**src/rtl/ifu_pkg.sv**
```systemverilog
// Shared types and constants for the instruction fetch unit.
package ifu_pkg;

  localparam int INSTR_W = 32;
  localparam int PC_W    = 32;
  localparam int PC_STEP = 4;

  typedef enum logic [1:0] {
    WAIT,
    FETCH,
    HALT
  } state_t;

  typedef struct packed {
    logic [PC_W-1:0]    pc;
    logic [INSTR_W-1:0] instr;
  } fetch_entry_t;

endpackage

```
**src/rtl/fetch_buffer.sv**
```systemverilog
// Two-entry FIFO of fetched {pc, instr} pairs between the PC sequencer and decode.
// Latency: a push is visible at the head one clock later; the head is zero while empty.
// Backpressure: a push while full is accepted only together with a pop; flush empties it.
module fetch_buffer
  import ifu_pkg::*;
(
  input  logic         clk,
  input  logic         rst_n,
  input  logic         push,
  input  fetch_entry_t push_dat,
  input  logic         pop,
  input  logic         flush,
  output fetch_entry_t head_dat,
  output logic         head_vld,
  output logic [1:0]   count
);

  fetch_entry_t mem [2];
  logic         rd_ptr;
  logic         wr_ptr;
  logic         pop_ok;
  logic         push_ok;

  assign pop_ok   = pop && (count != 2'd0);
  assign push_ok  = push && ((count != 2'd2) || pop_ok);
  assign head_vld = (count != 2'd0);
  assign head_dat = head_vld ? mem[rd_ptr] : '0;

  always_ff @(posedge clk or negedge rst_n) begin
    if (!rst_n) begin
      mem[0] <= '0;
      mem[1] <= '0;
      rd_ptr <= 1'b0;
      wr_ptr <= 1'b0;
      count  <= 2'd0;
    end else if (flush) begin
      rd_ptr <= 1'b0;
      wr_ptr <= 1'b0;
      count  <= 2'd0;
    end else begin
      // A full-buffer push overwrites the slot being popped this same cycle.
      if (push_ok) begin
        mem[wr_ptr] <= push_dat;
        wr_ptr      <= ~wr_ptr;
      end
      if (pop_ok) begin
        rd_ptr <= ~rd_ptr;
      end
      count <= count + {1'b0, push_ok} - {1'b0, pop_ok};
    end
  end

endmodule

```
**src/rtl/instruction_fetch_unit.sv**
```systemverilog
// Owns the PC, reads the combinational instruction memory and queues results for decode.
// Latency: first instruction START_DELAY+1 clocks after reset; one per clock when decode is ready.
// Backpressure: PC stalls while the buffer is full; redirects flush it; misaligned targets halt.
module instruction_fetch_unit
  import ifu_pkg::*;
#(
  parameter int                ADDR_W      = 32,
  parameter logic [ADDR_W-1:0] RESET_PC    = '0,
  parameter int                IMEM_BYTES  = 1024,
  parameter int                START_DELAY = 1
) (
  input  logic               clk,
  input  logic               rst_n,
  output logic [ADDR_W-1:0]  imem_address,
  input  logic [INSTR_W-1:0] imem_instruction,
  input  logic               redirect_valid,
  input  logic [ADDR_W-1:0]  redirect_pc,
  output logic               inst_valid,
  input  logic               inst_ready,
  output logic [INSTR_W-1:0] inst,
  output logic [ADDR_W-1:0]  inst_pc,
  output logic               misalign_err
);

  localparam logic [ADDR_W-1:0] PC_MASK    = ADDR_W'(IMEM_BYTES - 1);
  localparam int                DW         = (START_DELAY > 2) ? $clog2(START_DELAY) : 1;
  localparam logic [DW-1:0]     DELAY_LAST = (START_DELAY > 1) ? DW'(START_DELAY - 1) : '0;

  state_t            state, state_nxt;
  logic [ADDR_W-1:0] fetch_pc, fetch_pc_nxt;
  logic [DW-1:0]     delay_cnt, delay_cnt_nxt;
  logic              err_nxt;
  logic              redirect_take;
  logic              push, pop, flush;
  logic [1:0]        buf_count;
  fetch_entry_t      push_dat, head_dat;

  assign imem_address  = fetch_pc;
  assign redirect_take = redirect_valid && (state != HALT);
  assign pop           = inst_valid && inst_ready && !redirect_take;
  assign push_dat.pc    = PC_W'(fetch_pc);
  assign push_dat.instr = imem_instruction;

  always_comb begin
    state_nxt     = state;
    fetch_pc_nxt  = fetch_pc;
    delay_cnt_nxt = delay_cnt;
    err_nxt       = misalign_err;
    push          = 1'b0;
    flush         = 1'b0;

    case (state)
      WAIT: begin
        if (delay_cnt == DELAY_LAST) begin
          state_nxt = FETCH;
        end else begin
          delay_cnt_nxt = delay_cnt + 1'b1;
        end
      end
      FETCH: begin
        push = (buf_count != 2'd2) || pop;
        if (push) begin
          fetch_pc_nxt = (fetch_pc + ADDR_W'(PC_STEP)) & PC_MASK;
        end
      end
      default: ;
    endcase

    // Redirect overrides sequencing; a misaligned target freezes the PC at its last good value.
    if (redirect_take) begin
      push  = 1'b0;
      flush = 1'b1;
      if (redirect_pc[1:0] != 2'b00) begin
        state_nxt    = HALT;
        err_nxt      = 1'b1;
        fetch_pc_nxt = fetch_pc;
      end else begin
        fetch_pc_nxt = redirect_pc & PC_MASK;
      end
    end
  end

  always_ff @(posedge clk or negedge rst_n) begin
    if (!rst_n) begin
      state        <= WAIT;
      fetch_pc     <= RESET_PC;
      delay_cnt    <= '0;
      misalign_err <= 1'b0;
    end else begin
      state        <= state_nxt;
      fetch_pc     <= fetch_pc_nxt;
      delay_cnt    <= delay_cnt_nxt;
      misalign_err <= err_nxt;
    end
  end

  fetch_buffer u_fetch_buffer (
    .clk      (clk),
    .rst_n    (rst_n),
    .push     (push),
    .push_dat (push_dat),
    .pop      (pop),
    .flush    (flush),
    .head_dat (head_dat),
    .head_vld (inst_valid),
    .count    (buf_count)
  );

  assign inst    = head_dat.instr;
  assign inst_pc = ADDR_W'(head_dat.pc);

endmodule

```
**config.mk**
```make
export PLATFORM = sky130hd
export DESIGN_NAME = instruction_fetch_unit
export DESIGN_NICKNAME = d
export VERILOG_FILES = /design/src/rtl/ifu_pkg.sv /design/src/rtl/fetch_buffer.sv /design/src/rtl/instruction_fetch_unit.sv
export SDC_FILE = /design/constraint.sdc
export NUM_CORES = 1
export LEC_CHECK = 0
export BUFFER_PORTS_ARGS = -buffer_cell sky130_fd_sc_hd__buf_4
export CAP_MARGIN = 20
export CORE_MARGIN = 8
export CORE_UTILIZATION = 50
export CTS_CLUSTER_SIZE = 24
export DETAILED_ROUTE_END_ITERATION = 8
export PLACE_DENSITY = 0.87
export SLEW_MARGIN = 30
export SYNTH_ARGS = -nofsm -noshare
export SYNTH_HDL_FRONTEND = slang
export SYNTH_HIERARCHICAL = 1
export SYNTH_SLANG_ARGS = --single-unit
```
**constraint.sdc**
```tcl
create_clock -name clk -period 2.5 [get_ports clk]
set_input_delay 0.625 -clock clk [delete_from_list [all_inputs] [get_ports clk]]
set_output_delay 0.625 -clock clk [all_outputs]
set_load 0.05 [all_outputs]
```
Yosys cells after proc, flatten, opt, wreduce, memory -nomap -nowiden
Index checks and enable logic that the tools add are counted.
{"block": "totals", "register_bits": 168, "output_inout_bits": 98, "elab_cells": 70}
{"block": "classes", "addsub": 4, "n_lt_le_gt_ge": 3, "n_eq_ne": 4, "mux": 24, "bitwise": 5, "n_reduce_logical": 19}
{"op": "2-to-1 mux 64 bit", "count": 5}
{"op": "bitwise mux 128 bit", "count": 1}
{"op": "2-to-1 mux 32 bit", "count": 4}
{"op": "demux 64 bit (select 1 bit)", "count": 1}
{"op": "nonzero test 2 bit", "count": 6}
{"op": "adder 10 x 3 -> 10 bit (second input constant)", "count": 1}
{"op": "2-to-1 mux 2 bit", "count": 5}
{"op": "2-to-1 mux 1 bit", "count": 8}
{"op": "logical AND 1 bit", "count": 6}
{"op": "inequality test 2 bit (second input constant)", "count": 3}
{"op": ">= comparator 2 bit (second input constant)", "count": 2}
{"op": "inverter 1 -> 2 bit", "count": 2}
{"op": "AND reduction 2 bit", "count": 2}
{"op": "inverter 1 bit", "count": 3}
{"op": "AND reduction 3 bit", "count": 1}
{"op": "adder 2 x 1 -> 2 bit", "count": 1}
{"op": "== test 2 x 1 -> 1 bit (second input constant)", "count": 1}
{"op": "logical NOT 2 bit", "count": 1}
{"op": "logical OR 1 bit", "count": 2}
{"op": "less-than comparator 2 x 1 -> 1 bit (second input constant)", "count": 1}
{"op": "subtractor 2 x 1 -> 2 bit", "count": 1}
{"op": "adder 1 bit (second input constant)", "count": 1}
{"op": "logical NOT 1 bit", "count": 1}

Depth between registers and ports, before layout
{"block": "logic_depth", "ltp_word": 11, "depth_mapped": 13}

Modules after synthesis
The synthesis kept the hierarchy.
{"module": "fetch_buffer", "instances": 1, "cells_per_inst": 437, "area_each_um2": 6170.9, "seq_area_each_um2": 3303.2}
{"module": "instruction_fetch_unit", "instances": 1, "cells_per_inst": 96, "area_each_um2": 899.6, "seq_area_each_um2": 325.3}

Worst setup path before layout
Ideal clock, no wire load.
{"block": "synth_timing", "kind": "reg2reg", "startpoint": "register u_fetch_buffer.count[1]", "endpoint": "register u_fetch_buffer/mem[64] in the netlist's numbering", "setup_ps": 125, "arrival_ps": 2799, "t_required_ps": 2375, "setup_slack_ps": -424, "stages_incl_launch_ff": 12, "path_buffers": 4, "synth_period_minus_slack_ps": 2924, "cell_sequence": "dfrtp_1 > nor2_1 > clkbuf_1 > clkbuf_1 > inv_1 > nand2_1 > nor2_1 > or3b_4 > nand3_1 > buf_2 > buf_4 > mux2_2"}
{"block": "synth_via", "elab_chain_len": 8}
{"element": "start, declared", "line_no": "fetch_buffer.sv:15", "source": "output logic [1:0] count"}
{"element": "start signal, assigned", "line_no": "fetch_buffer.sv:49", "source": "count <= count + {1'b0, push_ok} - {1'b0, pop_ok};"}
{"element": "nonzero test 2 bit *", "line_no": "fetch_buffer.sv:26", "source": "assign head_vld = (count != 2'd0);"}
{"element": "net inst_valid", "line_no": "instruction_fetch_unit.sv:18", "source": "output logic inst_valid,"}
{"element": "logical AND 1 bit * (2 in series)", "line_no": "instruction_fetch_unit.sv:40", "source": "assign pop = inst_valid && inst_ready && !redirect_take;"}
{"element": "net pop", "line_no": "instruction_fetch_unit.sv:34", "source": "logic push, pop, flush;"}
{"element": "logical OR 1 bit", "line_no": "instruction_fetch_unit.sv:61", "source": "push = (buf_count != 2'd2) || pop;"}
{"element": "2-to-1 mux 1 bit", "line_no": "instruction_fetch_unit.sv:52", "source": "case (state)"}
{"element": "2-to-1 mux 1 bit", "line_no": "instruction_fetch_unit.sv:70", "source": "if (redirect_take) begin"}
{"element": "logical AND 1 bit *", "line_no": "fetch_buffer.sv:25", "source": "assign push_ok = push && ((count != 2'd2) || pop_ok);"}
{"element": "AND reduction 2 bit (no source line) *"}
{"element": "end signal, assigned by index", "line_no": "fetch_buffer.sv:43", "source": "mem[wr_ptr] <= push_dat;"}
{"element": "end, declared", "line_no": "fetch_buffer.sv:18", "source": "fetch_entry_t mem [2];"}
Mark *: on every way through the listed nets, which the timed path passes. The rest lies on a longest branch.
A chain may end at the register's enable or synchronous reset.

Worst setup path in the final report
{"block": "layout_timing", "startpoint": "register u_fetch_buffer.count[1]", "endpoint": "output port inst[9]"}
{"block": "layout_via", "elab_chain_len": 2}
{"element": "nonzero test 2 bit", "line_no": "fetch_buffer.sv:26"}
{"element": "2-to-1 mux 64 bit", "line_no": "fetch_buffer.sv:27", "source": "assign head_dat = head_vld ? mem[rd_ptr] : '0;"}
{"element": "end, declared", "line_no": "instruction_fetch_unit.sv:20", "source": "output logic [INSTR_W-1:0] inst,"}
No other way between the ends.

==> impl_results.md <==
* Min cycle time layout at 2.39 ns
* Metal1 wirelength at 6590 um
* Die height at 135 um
* Vias per inst at 5.09
* Detailed Route Iter0 Violations at 213
* CP required at 1.88 ns
* ANT cells at 0
* I/O pin cnt at 166
* CTS tree: built
* Yosys Warn Count at 6
* Starting Density at 51.1%
* Slew Viols, Final at 0
* DRC violations left at 0
* Leak at 4.83 nW
* Worst skew pair latency at 0.41 ns
* Worst Max-Slew Pin Slew at 0.572 ns
* Sum of negative setup slack at 0 ns
* CTS root buf: clkbuf_16
* Synth cell types at 43
* Reg2reg end: u_fetch_buffer/mem[80]$_DFFE_PN0P_
* Cts hold-fix bufs at 0
* Die W at 135 um
* Cell Rows at 43
* Area grow syn2layout at 27.0%
* GRT Overall Usage at 17.9%
* Outcome: complete, no violations
* Number of nets still failing antenna checks after routing at 0
* TritonRoute pass-1 iters at 4
* Top routing layer in use: met4
* Final-report setup violation count at 0
* Core area at 13800 um^2
* Cell Area, Synth at 7070 um^2
* Reg-to-Reg Start: state[0]$_DFF_PN0_
* Via count at 4585
* Crit. End Element: output port
* Yosys reg bits at 145
* Global-route wire length before repair at 26000 um
* Number of synthesized flops with an enable pin at 0
* Post-synthesis async set-or-reset flop share at 100%
* HP Class: primary input to async pin
* Max frequency at 418 MHz
* Final hold slack at 0.178 ns
* Count leader, synth: dfrtp_1
* CP max FO at 64
* Crit start category: flip-flop
* Synth top cells by count: dfrtp_1 (145), nor2_1 (70), mux2i_1 (67)
* CTS max path bufs at 2
* Die ar. at 18200 um^2
* Final Net Count at 779
* Worst setup startpoint: u_fetch_buffer/count[1]$_DFF_PN0_
* Final hold violation count at 0
* Met2 routed WL at 7930 um
* # resized after CTS at 0
* Synth area leader: dfrtp_1
* Synth top area share at 51.3%
* Area contributors post-synth: dfrtp_1 (51%), mux2_4 (13%), mux2_2 (10%), mux2i_1 (9.5%), nor2_1 (3.7%)
* Clk sinks at 145
* VDD IR max at 0.593 mV
* Crit path to: inst[9]
* H-Tree Level Count at 4
* Crit Path Category: flip-flop to output port
* Post-DP HPWL at 10600 um
* TritonCTS Buffers at 17
* Met3 WL post-DR at 1010 um
* # port buffers at 121
* Layout cell share with drive strength beyond 1 at 42.3%
* Worst-path clk slew at 0.06 ns
* Via count of the first global-routing pass at 5121
* Drt wl/cell at 17.4 um
* Routed wire length at 15700 um
* Synth Flop Type: dfrtp_1
* Max_cap viols at 0
* Seq/Total Area, Yosys at 51.3%
* Post-Syn Area per Cell at 13.3 um^2
* Clk_skew at 0.00976 ns
* Crit share post-route at 95.7%
* Mapped Cells at 533
* Remaining Overflow, GRT at 0
* Largest net degree at the start of global routing at 65
* Antenna violations before repair at 0
* Pwr Density at 763 nW/um^2
* Unrepaired setup endpoints after global routing: no
* R2R depth at 8
* Routability congestion estimate at 0.893
* Slew headroom at 61.9%
* Worst reg2reg setup slack at 0.26 ns
* Arr. time, crit path at 1.77 ns
-- cells in the final DEF, fill, tap and decap left out, types with 5 or more instances in the layout --
master,netlist,routed
buf_12,0,10
buf_4,27,130
clkbuf_1,7,5
clkbuf_16,0,17
clkbuf_8,0,5
clkinv_2,1,5
conb_1,1,66
dfrtp_1,145,144
inv_1,8,7
mux2_2,64,64
mux2_4,60,60
mux2i_1,67,67
nand2_1,9,9
nand3_1,8,7
nor2_1,70,69
-- stage by stage --
| step | cells | instance area [um^2] | util (%) | total power, mW | setup slack [ns] |
|---|---|---|---|---|---|
| after floorplan | 598 | 7320 | - | 3.88 | 0.00919 |
| after global placement | 865 | 8380 | 60.6 | 4.39 | 0.121 |
| after detailed placement | 865 | 8380 | 60.6 | 4.43 | 0.0985 |
| after CTS | 898 | 8960 | 64.8 | 6.89 | 0.00596 |
| after global routing | 901 | 8980 | 65.0 | 7.14 | 0.0448 |
| final | 901 | 8980 | 65.0 | 6.86 | 0.108 |
-- cells by family (layout without fill, tap and decap cells) --
kind of cell             after synthesis  after routing  synth area share [%]
buffers and inverters                 60            183                  5.52
flip-flops                           145            145                  51.3
multiplexers                         195            195                  33.1
AO/OA/AOI/OAI                         24             24                  2.78
adder cells (fa/ha/maj)                3              3                 0.531
XOR/XNOR                               3              3                 0.372
AND/OR/NAND/NOR                      102            102                  6.37
other                                  1             66                0.0530
-- per-layer routing --
metal / track usage (%) / up-vias
li1: - / 2113
met4: 5.74 / 0
met1: 21.1 / 2320
met5: 0 / -
met2: 30.3 / 135
met3: 5.68 / 17
-- power breakdown --
group,switching (mW),total (mW),internal (mW)
combinational,1.13,1.83,0.703
sequential,0.149,2.62,2.47
clock,0.908,2.40,1.50
total,2.19,6.86,4.67
-- sequential cells by signal, summed over array words and instances, names as in the netlist --
name / flops
imem_address: 10
u_fetch_buffer/rd_ptr: 1
misalign_err: 1
u_fetch_buffer/wr_ptr: 1
u_fetch_buffer/mem: 128
u_fetch_buffer/count: 2
state: 2
-- critical path, cell delays in order, from the launching register on --
cell and delay (ns):
dfrtp_1 0.45, nor2_4 0.22, buf_12 0.33, nor2_1 0.13
buf_4 0.21
-- area by class of cell --
type / instances / area, um^2
fill: 1008 / 4840
sequential: 145 / 3630
multi-input combinational: 393 / 3320
timing repair buffer: 142 / 1200
clock buffer: 27 / 513
tap: 180 / 225
clock inverter: 5 / 50.0
inverter: 9 / 40.0
-- worst min-delay path by stage --
stage / start / end / slack [ns]
after detailed placement: misalign_err$_DFFE_PN0P_ / misalign_err$_DFFE_PN0P_ / 0.46
after floorplan: rst_n / imem_address[0]$_DFFE_PN0P_ / 0.33
after global routing: rst_n / imem_address[6]$_DFFE_PN0P_ / 0.22
final: rst_n / imem_address[6]$_DFFE_PN0P_ / 0.18
after global placement: misalign_err$_DFFE_PN0P_ / misalign_err$_DFFE_PN0P_ / 0.46
after CTS: rst_n / imem_address[6]$_DFFE_PN0P_ / 0.19
-- what timing repair did --
item / in CTS / in global routing
setup endpoints to repair: 38 / 4
pin swaps: 0 / 0
buffers inserted: 1 / 3
endpoints found under the hold margin: 0 / 0
(Power assumes the default switching activity.)
